--- src/rtl/iobuf_bus_ctrl_pkg.sv ---
// Shared definitions for the pad-bus controller: state and direction
// encodings, grant indices and the counter-width helper.
package iobuf_bus_ctrl_pkg;

  typedef enum logic [1:0] {
    IDLE   = 2'd0,
    TURN   = 2'd1,
    DRIVE  = 2'd2,
    SAMPLE = 2'd3
  } state_t;

  typedef enum logic {
    DIR_READ  = 1'b0,
    DIR_WRITE = 1'b1
  } dir_t;

  localparam int G_RD = 0;
  localparam int G_WR = 1;

  function automatic int cnt_w(input int turn, input int drv);
    int m;
    m = (turn > drv) ? turn : drv;
    return (m < 1) ? 1 : $clog2(m + 1);
  endfunction

endpackage

--- src/rtl/iobuf_arb2.sv ---
// Two-requester arbiter; on contention the side not granted last wins.
module iobuf_arb2
  import iobuf_bus_ctrl_pkg::*;
(
  input  logic       clk,
  input  logic       rst,
  input  logic       en,
  input  logic [1:0] req,
  output logic [1:0] gnt
);

  dir_t last_grant;

  always_comb begin
    gnt = '0;
    if (en) begin
      gnt[G_WR] = req[G_WR] &
        (~req[G_RD] | (last_grant == DIR_READ));
      gnt[G_RD] = req[G_RD] &
        (~req[G_WR] | (last_grant == DIR_WRITE));
    end
  end

  always_ff @(posedge clk or posedge rst) begin
    if (rst) begin
      last_grant <= DIR_READ;
    end else if (gnt[G_WR]) begin
      last_grant <= DIR_WRITE;
    end else if (gnt[G_RD]) begin
      last_grant <= DIR_READ;
    end
  end

endmodule

--- src/rtl/iobuf_bus_ctrl.sv ---
// Sequences a shared tristate pad bus between a write and a read
// requester, with high-Z turnaround on every direction change.
module iobuf_bus_ctrl
  import iobuf_bus_ctrl_pkg::*;
#(
  parameter int WIDTH       = 8,
  parameter int TURN_CYCLES = 2,
  parameter int DRV_CYCLES  = 1
) (
  input  logic             C,
  input  logic             CLR,
  input  logic             WR_REQ,
  input  logic [WIDTH-1:0] WR_DATA,
  output logic             WR_ACK,
  input  logic             RD_REQ,
  output logic [WIDTH-1:0] RD_DATA,
  output logic             RD_VALID,
  output logic [WIDTH-1:0] PAD_I,
  output logic             PAD_T,
  input  logic [WIDTH-1:0] PAD_O,
  output logic             BUSY
);

  localparam int CW = cnt_w(TURN_CYCLES, DRV_CYCLES);
  localparam bit HAS_TURN = (TURN_CYCLES > 0);
  localparam logic [CW-1:0] TURN_LD =
    CW'(HAS_TURN ? TURN_CYCLES - 1 : 0);
  localparam logic [CW-1:0] DRV_LD = CW'(DRV_CYCLES - 1);

  state_t           state, state_n;
  dir_t             dir, dir_n;
  dir_t             pend, pend_n;
  logic [CW-1:0]    cnt, cnt_n;
  logic [WIDTH-1:0] wdata, wdata_n;
  logic [1:0]       gnt;

  // A read's request is still high in its RD_VALID cycle; mask it
  // so the finished read is not granted a second time.
  iobuf_arb2 u_arb (
    .clk (C),
    .rst (CLR),
    .en  (state == IDLE),
    .req ({WR_REQ, RD_REQ & ~RD_VALID}),
    .gnt (gnt)
  );

  always_comb begin
    state_n = state;
    dir_n   = dir;
    pend_n  = pend;
    cnt_n   = cnt;
    wdata_n = wdata;
    case (state)
      IDLE: begin
        if (gnt[G_WR]) begin
          pend_n  = DIR_WRITE;
          wdata_n = WR_DATA;
          if (dir == DIR_READ && HAS_TURN) begin
            state_n = TURN;
            cnt_n   = TURN_LD;
          end else begin
            state_n = DRIVE;
            cnt_n   = DRV_LD;
            dir_n   = DIR_WRITE;
          end
        end else if (gnt[G_RD]) begin
          pend_n = DIR_READ;
          if (dir == DIR_WRITE && HAS_TURN) begin
            state_n = TURN;
            cnt_n   = TURN_LD;
          end else begin
            state_n = SAMPLE;
            dir_n   = DIR_READ;
          end
        end
      end
      TURN: begin
        if (cnt == '0) begin
          dir_n = pend;
          if (pend == DIR_WRITE) begin
            state_n = DRIVE;
            cnt_n   = DRV_LD;
          end else begin
            state_n = SAMPLE;
          end
        end else begin
          cnt_n = cnt - CW'(1);
        end
      end
      DRIVE: begin
        if (cnt == '0) begin
          state_n = IDLE;
        end else begin
          cnt_n = cnt - CW'(1);
        end
      end
      default: state_n = IDLE;
    endcase
  end

  // Pad and handshake outputs are decoded from the next state so
  // they line up with the state they describe, yet stay registered.
  always_ff @(posedge C or posedge CLR) begin
    if (CLR) begin
      state    <= IDLE;
      dir      <= DIR_READ;
      pend     <= DIR_READ;
      cnt      <= '0;
      wdata    <= '0;
      PAD_T    <= 1'b1;
      PAD_I    <= '0;
      WR_ACK   <= 1'b0;
      RD_VALID <= 1'b0;
      RD_DATA  <= '0;
      BUSY     <= 1'b0;
    end else begin
      state    <= state_n;
      dir      <= dir_n;
      pend     <= pend_n;
      cnt      <= cnt_n;
      wdata    <= wdata_n;
      PAD_T    <= (state_n != DRIVE);
      PAD_I    <= (state_n == DRIVE) ? wdata_n : '0;
      WR_ACK   <= (state_n == DRIVE) && (cnt_n == '0);
      RD_VALID <= (state == SAMPLE);
      BUSY     <= (state_n != IDLE);
      if (state == SAMPLE) begin
        RD_DATA <= PAD_O;
      end
    end
  end

endmodule

--- config.mk ---
export PLATFORM = sky130hd
export DESIGN_NAME = iobuf_bus_ctrl
export DESIGN_NICKNAME = d
export VERILOG_FILES = /design/src/rtl/iobuf_bus_ctrl_pkg.sv /design/src/rtl/iobuf_arb2.sv /design/src/rtl/iobuf_bus_ctrl.sv
export SDC_FILE = /design/constraint.sdc
export NUM_CORES = 1
export LEC_CHECK = 0
export CORE_MARGIN = 1
export CORE_UTILIZATION = 42
export DETAILED_ROUTE_END_ITERATION = 8
export GPL_ROUTABILITY_DRIVEN = 0
export GPL_TIMING_DRIVEN = 1
export PLACE_DENSITY_LB_ADDON = 0.15
export SLEW_MARGIN = 15
export SYNTH_ARGS = -nofsm -noshare
export SYNTH_HDL_FRONTEND = slang
export SYNTH_SLANG_ARGS = --single-unit
--- constraint.sdc ---
create_clock -name C -period 1.7 [get_ports C]
set_input_delay 0.17 -clock C [delete_from_list [all_inputs] [get_ports C]]
set_output_delay 0.17 -clock C [all_outputs]
set_load 0.1 [all_outputs]
==> results_dict.tcl, run 1 <==
set metrics [dict create \
    start_util_pct 45.3 \
    min_path_type "input port to asynchronous set/reset pin" \
    grt_max_degree 28 \
    met2_usage_pct 24.1 \
    synthAdderAreaFrac_pct 0 \
    synth_top_family_by_area "multiplexers" \
    finalHoldViolCount 0 \
    port_buffers 39 \
    cp_max_fo 10 \
    fp.dieW_um 59.9 \
    cp_top_family "simple AND/OR/NAND/NOR gates" \
    num_rows 20 \
    grt_overflow 0 \
    drtPass1Iterations 4 \
    synth_xor_area_share_pct 0.623 \
    core_um2 3100 \
    antenna_found_initial 0 \
    max_stage_delay_ns 0.47 \
    numCtsBuffers 5 \
    grt_pass1_vias 960 \
    status "finished clean" \
    htreeDepth 2 \
    synthMuxAreaShare_pct 13.5 \
    synth.distinct_cells 32 \
    rsz0062_at_grt "no" \
    drtIter0Drc 29 \
    dieArea_um2 3580 \
    final_util_pct 64.3 \
    arrival_ns 1.89 \
    final_antenna_net_count 0 \
    path_class "flop to flop" \
    max_slew_margin_pct 73.7 \
    worstPathCellList "or3b_1 -> a2bb2oi_2 -> o2111ai_4 -> nor3b_2" \
    fin_skew_ns 0.0127 \
    grtUsageMet3_pct 4.76 \
    drive_gt1_share_pct 38.7 \
    worstReg2RegStart "cnt[1]$_DFF_PP0_" \
    synth_top_area_cell "dfrtp_1" \
    grt_pass1_wl_um 4240 \
    grt_usage_pct 16.7 \
    met1_usage_pct 21.3 \
    clock-sinks 35 \
    synth_area_leaders "dfrtp_1 60%, mux2_2 13%, nor2b_1 4.0%" \
    clk_pin_slew_ns 0.11 \
    startpoint "cnt[1]$_DFF_PP0_" \
    root_buffer "clkbuf_4" \
    yosys.area_share.simple_pct 12.3 \
    max_cap_violations 0 \
    critPathLaunchType "flop" \
    vias_per_cell 4.94 \
    syn_avg_cell_area_um2 14.1 \
    drc 0 \
    synth-seq-cells 35 \
    clockBufferDepth 2 \
    io_pins 40 \
    setup_viol 0 \
    fin_crit_ns 1.62 \
    ys_warn_count 0 \
    wirelength_um 2590 \
    critPathRequiredTime_ns 1.97 \
    grt_busiest_layer "met2" \
    synthesis.nets 120 \
    worst-path-buf-inv 0 \
    max_freq_mhz 617 \
    clk_latency_ns 0.34 \
    n_antenna_cell 0 \
    ys_seq_area_share_pct 62.4 \
    dp_hpwl_um 1890 \
    post_cts_buffers 0 \
    cts_tree "yes" \
    die_h_um 59.9 \
    syn_to_final_growth_pct 41.8 \
    final_max_slew_viol_count 0 \
    syn_area_um2 1410 \
    cts-resized-gates 0 \
    crit_path_top_delay_cell "dfrtp_1" \
    post-route-period-util_pct 95.4 \
    holdBufCountCts 0 \
    vias 958 \
    synth_compound_area_share_pct 8.36 \
    yosysTopAreaCellShare_pct 60.5 \
    worst_pin_slew_ns 0.394 \
    layout.nets 169 \
    avgRoutedWirePerCell_um 13.3 \
    syn_inst 100 \
    end_kind "flop" \
]
-- worst paths after layout --
kind                                          endpoint  slack (ns)  cells after the start
worst max-delay path                  WR_ACK$_DFF_PP0_        0.08                      4
worst min-delay path            RD_DATA[7]$_DFFE_PP0P_        0.11                      2
worst max register to register        WR_ACK$_DFF_PP0_        0.08                      4
worst min register to register      wdata[2]$_DFF_PP0_        0.50                      1
max in group asynchronous              PAD_T$_DFF_PP1_        1.06                      3
min in group C                  RD_DATA[3]$_DFFE_PP0P_        0.44                      2
-- layout by cell type, fill, tap and decap left out, types with 2 or more instances in the layout --
cell type	Yosys	layout
buf_12	0	4
buf_4	0	23
bufinv_16	0	2
clkbuf_4	0	5
clkdlybuf4s50_1	0	19
dfrtp_1	34	33
inv_1	2	2
mux2_2	16	16
nand2_1	5	5
nor2_1	5	5
nor2b_1	9	9
o21ai_0	2	2
-- kinds of logic (layout without fill, tap and decap cells) --
group           after synthesis  after routing
xor+xnor                      1              1
compound gates               13             13
buf+inv                       6             56
simple gates                 28             28
mux                          17             17
flops                        35             35
-- cells in the mapped netlist --
| library cell | number |
|---|---|
| buf_6 | 2 |
| nand3_1 | 1 |
| xnor2_1 | 1 |
| a21boi_1 | 1 |
| mux2i_1 | 1 |
| nor2b_1 | 9 |
| dfrtp_1 | 34 |
| nor3b_2 | 1 |
| nor2_1 | 5 |
| and2_1 | 1 |
| and3_1 | 1 |
| mux2_2 | 16 |
| nand3b_1 | 1 |
| a211o_1 | 1 |
| nand2_1 | 5 |
| nor3_2 | 1 |
| a2bb2oi_1 | 1 |
| o21bai_1 | 1 |
| o21ai_0 | 2 |
| inv_1 | 2 |
| nor4b_1 | 1 |
| o211ai_1 | 1 |
| a22oi_1 | 1 |
| o221ai_1 | 1 |
| dfstp_2 | 1 |
| a21oi_1 | 1 |
| o31ai_4 | 1 |
| or3b_1 | 1 |
| o211a_1 | 1 |
| buf_2 | 2 |
| o2111ai_2 | 1 |
| or4b_4 | 1 |
-- registers in the layout, indices dropped and copies added (netlist names), 2 cells and up --
name / count
PAD_I: 8
RD_DATA: 8
cnt: 2
state: 2
wdata: 8
-- per-layer routing --
layer  routed length [um]  vias up
li1                     -      450
met1                 1190      480
met2                 1260       23
met3                   94        5
met4                   50        0
met5                    0        -
-- cell type report --
type	count	area [um^2]
Fill cell	263	1110
Sequential cell	35	881
Multi-Input combinational cell	59	507
Timing Repair Buffer	46	443
Clock inverter	2	60.1
Tap cell	44	55.1
Clock buffer	6	41.3
Inverter	2	7.51
-- per-stage QoR --
step                hold WS, ns  setup TNS (ns)  cell area (um^2)  setup WS (ns)  std cells
floorplan                 0.322          -0.611              1430        -0.0689        100
global placement          0.468          -0.137              1890        -0.0204        186
detailed placement        0.480          -0.484              1890        -0.0572        186
CTS                       0.121               0              1990         0.0676        194
global route              0.133               0              1990       0.000834        194
finish                    0.114               0              1990         0.0779        194
Power of run 1 is not shown: default switching activity piles up to over one toggle a cycle in this logic, so the estimate is an artifact.
==> run 2: changes to the inputs <==
CORE_MARGIN = not set   (was 1)
==> results of run 2 <==
Same layout as run 1: the final DEF is identical, and so are final timing and power.
Power of run 2 is left out for the same reason.
==> run 3: changes to the inputs <==
CORE_MARGIN = 10   (was not set)
SLEW_MARGIN = not set   (was 15)
==> results_dict.tcl, run 3 (synthesis results as in run 1) <==
set metrics [dict create \
    status "finished clean" \
    fillCellCount 250 \
    path_class "flop to flop" \
    grtUsageMet3_pct 4.03 \
    max_cap_violations 0 \
    fin_ws_ns 0.0570 \
    mostFrequentLayoutCells "33 x dfrtp_1, 25 x buf_4, 19 x clkdlybuf4s50_1" \
    finalHoldViolCount 0 \
    max_slew_margin_pct 69.6 \
    clock-sinks 35 \
    root_buffer "clkbuf_4" \
    grt_usage_pct 9.95 \
    largestRegisters "PAD_I (8), RD_DATA (8), wdata (8)" \
    grt_busiest_layer "met2" \
    design_area_um2 1980 \
    dieArea_um2 6060 \
    fp.dieW_um 77.9 \
    min_path_type "input port to asynchronous set/reset pin" \
    vias 947 \
    num_rows 20 \
    setup_viol 0 \
    grt_pass1_vias 1057 \
    avgRoutedWirePerCell_um 14.8 \
    dp_hpwl_um 2210 \
    final_max_slew_viol_count 0 \
    critPathLaunchType "flop" \
    max_stage_delay_ns 0.56 \
    worst_pin_slew_ns 0.456 \
    port_buffers 39 \
    critPathRequiredTime_ns 1.96 \
    met2_usage_pct 16.3 \
    drtPass1Iterations 4 \
    fin_crit_ns 1.64 \
    start_util_pct 45.0 \
    vias_per_cell 4.83 \
    n_antenna_cell 0 \
    htreeDepth 2 \
    pre_cts_slack_ns -0.0590 \
    die_h_um 77.9 \
    antenna_found_initial 0 \
    core_um2 3130 \
    finalSetupTns_ns 0 \
    drc 0 \
    worstPathCellList "or4b_4 -> a2bb2oi_4 -> a21boi_1 -> o21bai_1" \
    rsz0062_at_grt "yes" \
    clk_latency_ns 0.33 \
    end_kind "flop" \
    layout.nets 171 \
    grt_max_degree 19 \
    ff_latch_area_um2 881 \
    hold_ws_ns 0.154 \
    place_area_um2 1890 \
    post_cts_buffers 0 \
    clk_pin_slew_ns 0.10 \
    drtIter0Drc 59 \
    io_pins 40 \
    cp_max_fo 5 \
    grt_pass1_wl_um 4850 \
    grt_overflow 0 \
    wirelength_um 2900 \
    syn_to_final_growth_pct 40.5 \
    fin_skew_ns 0.00544 \
    max_freq_mhz 609 \
    numCtsBuffers 5 \
    post-route-period-util_pct 96.6 \
    layout_commonest_cell "dfrtp_1" \
    multi_input_area_um2 544 \
    final_antenna_net_count 0 \
    drive_gt1_share_pct 40.8 \
    arrival_ns 1.90 \
    crit_path_top_delay_cell "or4b_4" \
    clockBufferDepth 2 \
    met1_usage_pct 10.7 \
    cts_tree "yes" \
]
==> run 3: worst max-delay path, delay by kind of cell (launching register included) <==
| kind | cells | cell delay (ns) |
|---|---|---|
| simple gates | 1 | 0.56 |
| flops | 1 | 0.51 |
| compound gates | 3 | 0.50 |
==> run 3: cell type report <==
class / count / share of cell area [%]
repair buffers: 47 / 22.2
clock buffers: 7 / 2.28
inverters: 2 / 0.380
well taps: 44 / 2.79
flip-flops and latches: 35 / 44.6
multi-input cells: 60 / 27.5
clock inverters: 1 / 0.253
==> run 3: what timing repair did <==
action	in CTS	in global routing
hold buffers	0	0
setup endpoints to repair	0	2
gates resized for setup	0	4
==> run 3: final timing paths <==
path / startpoint / end / slack, ns / depth (start not counted)
max: RD_VALID$_DFF_PP0_ / BUSY$_DFF_PP0_ / 0.06 / 4
max reg2reg: RD_VALID$_DFF_PP0_ / BUSY$_DFF_PP0_ / 0.06 / 4
min: CLR / PAD_I[0]$_DFF_PP0_ / 0.15 / 3
max in group asynchronous: CLR / PAD_T$_DFF_PP1_ / 1.29 / 3
min reg2reg: wdata[3]$_DFF_PP0_ / wdata[3]$_DFF_PP0_ / 0.50 / 1
min in group C: PAD_O[4] / RD_DATA[4]$_DFFE_PP0P_ / 0.45 / 2
==> run 3: through the flow <==
stage,util [%],std cells
6_report,63.2,196
5_1_grt,63.2,196
4_1_cts,62.0,195
3_5_place_dp,60.4,187
3_3_place_gp,60.4,187
2_1_floorplan,-,100
==> run 3: metal layers <==
layer,up-vias,share of wire (%),routed length (um)
met1,461,42,1210
met3,8,7.3,211
met4,0,2.0,59
met5,-,0,0
met2,21,49,1420
li1,457,-,-
Power of run 3 is left out for the same reason.
